File: src/rtl/mmio_timer.sv
// mmio_timer: memory-mapped prescaled 32-bit timer/counter on the CPU data bus.
// Register window (16 bytes at BASE_ADDR): 0x0 CTRL, 0x4 COUNT, 0x8 COMPARE, 0xC STATUS.
// Read data is combinational so single-cycle loads complete in the same cycle.
// Optional feature macro: TIMER_IRQ_EN adds CTRL.IRQEN and the registered o_Irq output.
module mmio_timer #(
   parameter int ADDR_DBUS_WIDTH = 32,
   parameter int DATA_DBUS_WIDTH = 32,
   parameter logic [ADDR_DBUS_WIDTH-1:0] BASE_ADDR = 32'h0001_0000
) (
   input  logic                       i_Clock,
   input  logic                       i_Reset,
   input  logic [ADDR_DBUS_WIDTH-1:0] i_MemAddr,
   input  logic                       i_MemWrEnable,
   input  logic [DATA_DBUS_WIDTH-1:0] i_MemWrData,
   output logic [DATA_DBUS_WIDTH-1:0] o_MemRdData,
   output logic                       o_Sel
`ifdef TIMER_IRQ_EN
   ,
   output logic                       o_Irq
`endif
);

   localparam logic [1:0] REG_CTRL    = 2'd0;
   localparam logic [1:0] REG_COUNT   = 2'd1;
   localparam logic [1:0] REG_COMPARE = 2'd2;
   localparam logic [1:0] REG_STATUS  = 2'd3;

   // Architectural state
   logic                       r_en;
   logic                       r_autoreload;
   logic [15:0]                r_prescale;
   logic [15:0]                r_pcnt;
   logic [DATA_DBUS_WIDTH-1:0] r_count;
   logic [DATA_DBUS_WIDTH-1:0] r_compare;
   logic                       r_match;
   logic                       r_ovf;

   // Decode and event wires
   logic                       w_hit;
   logic [1:0]                 w_reg_sel;
   logic                       w_wr;
   logic                       w_wr_ctrl;
   logic                       w_wr_count;
   logic                       w_wr_compare;
   logic                       w_wr_status;
   logic                       w_tick;
   logic [DATA_DBUS_WIDTH-1:0] w_count_inc;
   logic                       w_set_match;
   logic                       w_set_ovf;
   logic                       w_irqen_rd;
   logic [DATA_DBUS_WIDTH-1:0] w_rd_data;
   logic [1:0]                 w_unused_addr_lsb;

   // Byte offset within a word has no meaning for this word-only register file.
   assign w_unused_addr_lsb = i_MemAddr[1:0];

   assign w_hit        = (i_MemAddr[ADDR_DBUS_WIDTH-1:4] == BASE_ADDR[ADDR_DBUS_WIDTH-1:4]);
   assign w_reg_sel    = i_MemAddr[3:2];
   assign w_wr         = i_MemWrEnable & w_hit;
   assign w_wr_ctrl    = w_wr & (w_reg_sel == REG_CTRL);
   assign w_wr_count   = w_wr & (w_reg_sel == REG_COUNT);
   assign w_wr_compare = w_wr & (w_reg_sel == REG_COMPARE);
   assign w_wr_status  = w_wr & (w_reg_sel == REG_STATUS);

   // A tick fires in the cycle the prescale counter reaches PRESCALE.
   assign w_tick      = r_en & (r_pcnt == r_prescale);
   assign w_count_inc = r_count + 32'd1;
   assign w_set_ovf   = w_tick & (r_count == {DATA_DBUS_WIDTH{1'b1}});
   assign w_set_match = w_tick & (w_count_inc == r_compare);

   // Prescale counter: restarts on a CTRL write, on every tick, and is parked at 0 while disabled.
   always_ff @(posedge i_Clock or negedge i_Reset) begin
      if (!i_Reset) begin
         r_pcnt <= 16'd0;
      end else if (w_wr_ctrl || !r_en || w_tick) begin
         r_pcnt <= 16'd0;
      end else begin
         r_pcnt <= r_pcnt + 16'd1;
      end
   end

   // CTRL register fields.
   always_ff @(posedge i_Clock or negedge i_Reset) begin
      if (!i_Reset) begin
         r_en         <= 1'b0;
         r_autoreload <= 1'b0;
         r_prescale   <= 16'd0;
      end else if (w_wr_ctrl) begin
         r_en         <= i_MemWrData[0];
         r_autoreload <= i_MemWrData[1];
         r_prescale   <= i_MemWrData[31:16];
      end
   end

   // COUNT: a CPU store overrides the tick increment issued in the same cycle.
   always_ff @(posedge i_Clock or negedge i_Reset) begin
      if (!i_Reset) begin
         r_count <= {DATA_DBUS_WIDTH{1'b0}};
      end else if (w_wr_count) begin
         r_count <= i_MemWrData;
      end else if (w_tick) begin
         r_count <= (w_set_match && r_autoreload) ? {DATA_DBUS_WIDTH{1'b0}} : w_count_inc;
      end
   end

   // COMPARE register; a new value is seen by the match logic from the following cycle.
   always_ff @(posedge i_Clock or negedge i_Reset) begin
      if (!i_Reset) begin
         r_compare <= {DATA_DBUS_WIDTH{1'b1}};
      end else if (w_wr_compare) begin
         r_compare <= i_MemWrData;
      end
   end

   // Sticky status flags: hardware set takes priority over a same-cycle write-1-to-clear.
   always_ff @(posedge i_Clock or negedge i_Reset) begin
      if (!i_Reset) begin
         r_match <= 1'b0;
         r_ovf   <= 1'b0;
      end else begin
         r_match <= w_set_match | (r_match & ~(w_wr_status & i_MemWrData[0]));
         r_ovf   <= w_set_ovf   | (r_ovf   & ~(w_wr_status & i_MemWrData[1]));
      end
   end

`ifdef TIMER_IRQ_EN
   logic r_irqen;
   logic r_irq;

   // IRQEN bit of CTRL.
   always_ff @(posedge i_Clock or negedge i_Reset) begin
      if (!i_Reset) begin
         r_irqen <= 1'b0;
      end else if (w_wr_ctrl) begin
         r_irqen <= i_MemWrData[2];
      end
   end

   // Level interrupt, registered from the visible flag state.
   always_ff @(posedge i_Clock or negedge i_Reset) begin
      if (!i_Reset) begin
         r_irq <= 1'b0;
      end else begin
         r_irq <= r_irqen & (r_match | r_ovf);
      end
   end

   assign w_irqen_rd = r_irqen;
   assign o_Irq      = r_irq;
`else
   assign w_irqen_rd = 1'b0;
`endif

   // Combinational read mux; a miss returns zero so the top level can OR/mux freely.
   always_comb begin
      w_rd_data = {DATA_DBUS_WIDTH{1'b0}};
      if (w_hit) begin
         case (w_reg_sel)
            REG_CTRL:    w_rd_data = {r_prescale, 13'd0, w_irqen_rd, r_autoreload, r_en};
            REG_COUNT:   w_rd_data = r_count;
            REG_COMPARE: w_rd_data = r_compare;
            REG_STATUS:  w_rd_data = {30'd0, r_ovf, r_match};
            default:     w_rd_data = {DATA_DBUS_WIDTH{1'b0}};
         endcase
      end else begin
         w_rd_data = {DATA_DBUS_WIDTH{1'b0}};
      end
   end

   assign o_MemRdData = w_rd_data;
   assign o_Sel       = w_hit;

endmodule

File: config.mk
export PLATFORM = sky130hd
export DESIGN_NAME = mmio_timer
export DESIGN_NICKNAME = d
export VERILOG_FILES = /design/src/rtl/mmio_timer.sv
export SDC_FILE = /design/constraint.sdc
export NUM_CORES = 1
export LEC_CHECK = 0
export ABC_AREA = 1
export CORE_MARGIN = 2
export CORE_UTILIZATION = 40
export CTS_BUF_LIST = sky130_fd_sc_hd__clkbuf_4 sky130_fd_sc_hd__clkbuf_8
export DETAILED_ROUTE_END_ITERATION = 10
export PLACE_DENSITY = 0.75
export SYNTH_ARGS = -nofsm -noshare
export SYNTH_HDL_FRONTEND = slang
export SYNTH_SLANG_ARGS = --single-unit
File: constraint.sdc
create_clock -name i_Clock -period 2.3 [get_ports i_Clock]
set_input_delay 0.345 -clock i_Clock [delete_from_list [all_inputs] [get_ports i_Clock]]
set_output_delay 0.345 -clock i_Clock [all_outputs]
set_load 0.02 [all_outputs]
Yosys cells after proc, flatten, opt, wreduce, memory -nomap -nowiden
Index checks and enable logic that the tools add are counted.
{"block": "word_totals", "regBits": 100, "input_bits": 67, "word_cells": 45}
{"block": "classes", "reduce_logical": 6, "bitwise": 16, "muxes": 6, "eq_ne": 7, "addsub": 2}
{"cell": "$mux 32", "n": 4}
{"cell": "$pmux 32 s4", "n": 1}
{"cell": "$add 32x1->32 const B", "n": 1}
{"cell": "$eq 32x32->1", "n": 1}
{"cell": "$eq 32x32->1 const B", "n": 1}
{"cell": "$eq 28x13->1 const B", "n": 1}
{"cell": "$add 16x1->16 const B", "n": 1}
{"cell": "$eq 16x16->1", "n": 1}
{"cell": "$mux 16", "n": 1}
{"cell": "$and 1x1->1", "n": 12}
{"cell": "$eq 2x2->1 const B", "n": 2}
{"cell": "$eq 2x1->1 const B", "n": 1}
{"cell": "$logic_not 2->1", "n": 1}
{"cell": "$logic_or 1x1->1", "n": 2}
{"cell": "$not 1->1", "n": 2}
{"cell": "$or 1x1->1", "n": 2}
{"cell": "$reduce_bool 2->1", "n": 1}
{"cell": "$logic_and 1x1->1", "n": 1}
{"cell": "$logic_not 1->1", "n": 1}

Longest topological paths before layout
{"block": "depth", "word_depth": 7, "depth_mapped": 18}

Least setup slack after synthesis
No wires, ideal clock.
{"block": "synth_timing", "path_kind": "register to register", "startpoint": "reg r_count[0]", "endpoint": "reg r_count[27]", "arrival_ps": 2094, "setup_ps": 117, "required_time_ps": 2183, "slack_ps": 89, "n_path_buf": 1, "synth_period_minus_slack_ps": 2211, "stages_incl_launch_ff": 16, "path_cell_list": "dfrtp_1 -> ha_1 -> nand2_2 -> nor2_8 -> nand2_2 -> nor2_4 -> nand2_1 -> nand2_1 -> nand3b_1 -> nand2_1 -> nand4_1 -> nor2_2 -> nand4_4 -> buf_6 -> nand2_1 -> nand2_1"}
{"block": "synth_via", "elab_chain_cells": 7}
{"element": "start, declared", "line_no": "33", "source": "logic [DATA_DBUS_WIDTH-1:0] r_count;"}
{"element": "start signal, assigned", "line_no": "98", "source": "r_count <= {DATA_DBUS_WIDTH{1'b0}};"}
{"element": "start signal, assigned", "line_no": "100", "source": "r_count <= i_MemWrData;"}
{"element": "start signal, assigned", "line_no": "102", "source": "r_count <= (w_set_match && r_autoreload) ? {DATA_DBUS_WIDTH{1'b0}} : w_count_inc;"}
{"element": "$add 32x1->32 *", "line_no": "67", "source": "assign w_count_inc = r_count + 32'd1;"}
{"element": "$eq 32x32->1", "line_no": "69", "source": "assign w_set_match = w_tick & (w_count_inc == r_compare);"}
{"element": "$and 1x1->1", "line_no": "69"}
{"element": "$logic_and 1x1->1", "line_no": "102"}
{"element": "$mux 32 *", "line_no": "102"}
{"element": "$mux 32 *", "line_no": "101", "source": "end else if (w_tick) begin"}
{"element": "$mux 32 *", "line_no": "99", "source": "end else if (w_wr_count) begin"}
Mark *: on every way between the ends. The rest lies on a longest branch, timed or not. The select of a mux whose other input is x is not followed.
A chain may end at the register's enable or synchronous reset.

Worst setup path after layout
{"block": "layout_timing", "startpoint": "reg r_count[0]", "endpoint": "reg r_count[19]"}
Same word-level chain as after synthesis.

==> flow_summary.toml <==
[route]
drtPass1Iterations = 5
vias_per_cell = 5.23
routed_wl_um = 24300
drtAntennaViolNets = 0
drt-wirelength-per-cell_um = 15.3
num_vias = 8318
drt_iter0_markers = 601
drc_errors = 0

[floorplanning]
die_width_um = 138
die_h_um = 138
ioPinCount = 100
die_area_um2 = 19000
start_util_pct = 41.1
coreArea_um2 = 17400
num_rows = 48

[job]
cap_violations = 0

[placed_design]
placed_cells = 1564
dp_hpwl_um = 18100
gp_congestion = 0.950
port_buffers = 97

[layout]
drive_above_1_share_pct = 19.4
instances_no_fill = 1589
fill_cells = 1667
syn2layout_area_growth_pct = 35.3
fin_nets = 1428
diodes = 0

[critical_path]
start_kind = "flop"
crit_type = "flop to flop"
crit_top_cell = "nand2_1"
crit_path_max_fanout = 21
path_cells = "ha_2 > nand2_4 > nor2_8 > buf_4 > buf_4 > nand3_1 > nand3_1 > nand2_1 > nor2_2 > nand2_1 > nor2_1 > nand3_1 > nor2_4 > nand4_4 > buf_12 > nand2_1 > nand2_1"
required_ps = 2590
crit_slowest_cell = "dfrtp_1"
cp.arrival_ps = 2700
critPathMaxStageDelay_ps = 380
worstSetupEndpointType = "flop"

[global_routing]
grt_pass1_wl_um = 37800
grt_antenna_before_repair = 0
grt-ovfl-total = 0
grtUsageTotal_pct = 25.7
grt_pass1_vias = 7689
grt_max_degree = 40

[clocking]
clockRootBuffer = "clkbuf_8"
cts_inserted_buffers = 9
clk_latency_ps = 400
cts_tree = "yes"
clk_path_buf_depth = 2
clkTransAtPathRegs_ps = 110
cts_sinks = 100
cts_max_level = 3

[timing]
skew_ps = 12.4
tightestPinTransition_ps = 468
grt_setup_unrepaired = "true"
setup_ws_ps = -106
period_needed_ps = 2410
maxSlewHeadroom_pct = 68.8
slew_violations = 0
period_share_pct = 105
hold_viol = 0
setup_viol = 33
holdWs_ps = 419
timing.fmax_ghz = 0.416

[yosys]
ys.warnings.count = 0
synth_seq_area_share_pct = 35.5
synthDistinctLibCells = 34
syn_nets = 1228
netlist_area_um2 = 7160
ys_ff_latch = 100
synth.avg_cell_area_um2 = 6.18
netlist_instances = 1159

[status]
violations = "negative setup slack"
status = "finished with violations"

[pwr]
irDropWorstVdd_mv = 0.378
power_density_nw_per_um2 = 347
total_power_mw = 3.36
p_leak_nw = 4.42

[worst_hold_path]
worstHoldPathType = "input port to async pin"
[synthesized netlist by cell type, drive strengths merged]
cell	n	area [µm²]
nor4	10	62.6
nor3	8	40.0
o211ai	1	7.51
nand2	455	1720
ha	2	25.0
and2	1	6.26
nand3	74	370
o22ai	31	194
xnor2	3	26.3
clkbuf	31	116
nor3b	5	37.5
buf	3	33.8
o21a	1	7.51
clkinv	1	3.75
nor2	118	514
dfrtp	68	1700
inv	175	657
a221oi	2	17.5
xor2	4	35.0
a21oi	36	180
a31oi	16	100
o21ai	58	290
nand3b	8	60.1
and3	1	6.26
nand4	12	90.1
dfstp	32	841
o21bai	1	7.51
or2	2	12.5
[state kept, by name, summed over array words and instances, names as in the netlist]
signal and cells:
r_autoreload 1, r_compare 32, r_count 32, r_en 1
r_match 1, r_ovf 1, r_pcnt 16, r_prescale 16
[per-layer routing]
layer	vias to the layer above	routed length (µm)	track usage, %	share of wire, %
met3	40	1800	4.64	7.4
met1	3895	10400	33.4	43
li1	4053	-	-	-
met2	330	11500	43.9	47
met5	-	0	0	0
met4	0	538	7.48	2.2
[kinds of logic after synthesis]
kind of cell	after synthesis	share of synthesized area, %
buffers and inverters	210	11.3
flip-flops	100	35.5
AND/OR/NAND/NOR	694	40.8
XOR/XNOR	7	0.856
AO/OA/AOI/OAI	146	11.2
adder cells (fa/ha/maj)	2	0.349
[cell type report]
class	instances	area, µm²	area share (%)
multi-input combinational	849	3960	40.9
sequential	100	2540	26.2
timing repair buffer	223	2030	20.9
inverter	176	661	6.81
tap	225	282	2.90
clock buffer	9	124	1.28
clock inverter	7	98.8	1.02
[final timing paths]
| kind | from | cells after the start | endpoint | slack, ps |
|---|---|---|---|---|
| setup / recovery | r_count[0] | 17 | r_count[19] | -110 |
| hold / removal | i_Reset | 2 | r_count[6] | 420 |
| setup reg to reg | r_count[0] | 17 | r_count[19] | -110 |
| hold reg to reg | r_compare[10] | 2 | r_compare[10] | 520 |
| max in group asynchronous | i_Reset | 3 | r_compare[22] | 1240 |
| min in group i_Clock | i_MemWrData[2] | 3 | r_compare[2] | 490 |
[worst max-delay path: cells and delay by family (launching register included)]
| kind | cells | cell delay [ps] |
|---|---|---|
| DFF | 1 | 380 |
| buffers and inverters | 3 | 420 |
| and+or+nand+nor | 13 | 1260 |
| adders and majority gates | 1 | 210 |
[through the flow]
| stage | setup TNS, ps | utilization (%) | area, µm² | worst slack, ps |
|---|---|---|---|---|
| finish | -2650 | 55.7 | 9690 | -106 |
| global placement | -23650 | 53.4 | 9300 | -450 |
| floorplan | 0 | - | 7160 | 89.0 |
| CTS | -2060 | 55.2 | 9610 | -90.3 |
| global route | -7730 | 55.7 | 9690 | -267 |
| detailed placement | -34150 | 53.4 | 9300 | -514 |
[layout by cell type, fill, tap and decap left out, types with 16 or more instances in the layout]
cell             count
buf_4              113
o22ai_1             31
dfrtp_1             68
dfstp_2             32
dlygate4sd2_1       20
a31oi_1             16
nor2_2              17
a21oi_1             33
inv_1              171
nand3_1             72
nor2_1              91
o21ai_0             58
nand2_1            444
clkdlybuf4s50_1     38
[power breakdown]
part / total (mW) / internal [mW] / switching (mW)
clock: 1.33 / 0.621 / 0.712
combinational: 0.269 / 0.131 / 0.138
sequential: 1.76 / 1.76 / 0.0000000700
[repair_timing]
item,in CTS,in global routing
cloned,2,1
hold buffers,1,0
setup endpoints to repair,66,67
hold endpoints to repair,15,0
resized for setup,171,49
pin swaps,16,9
buffers inserted,4,1
(Power assumes the default switching activity.)
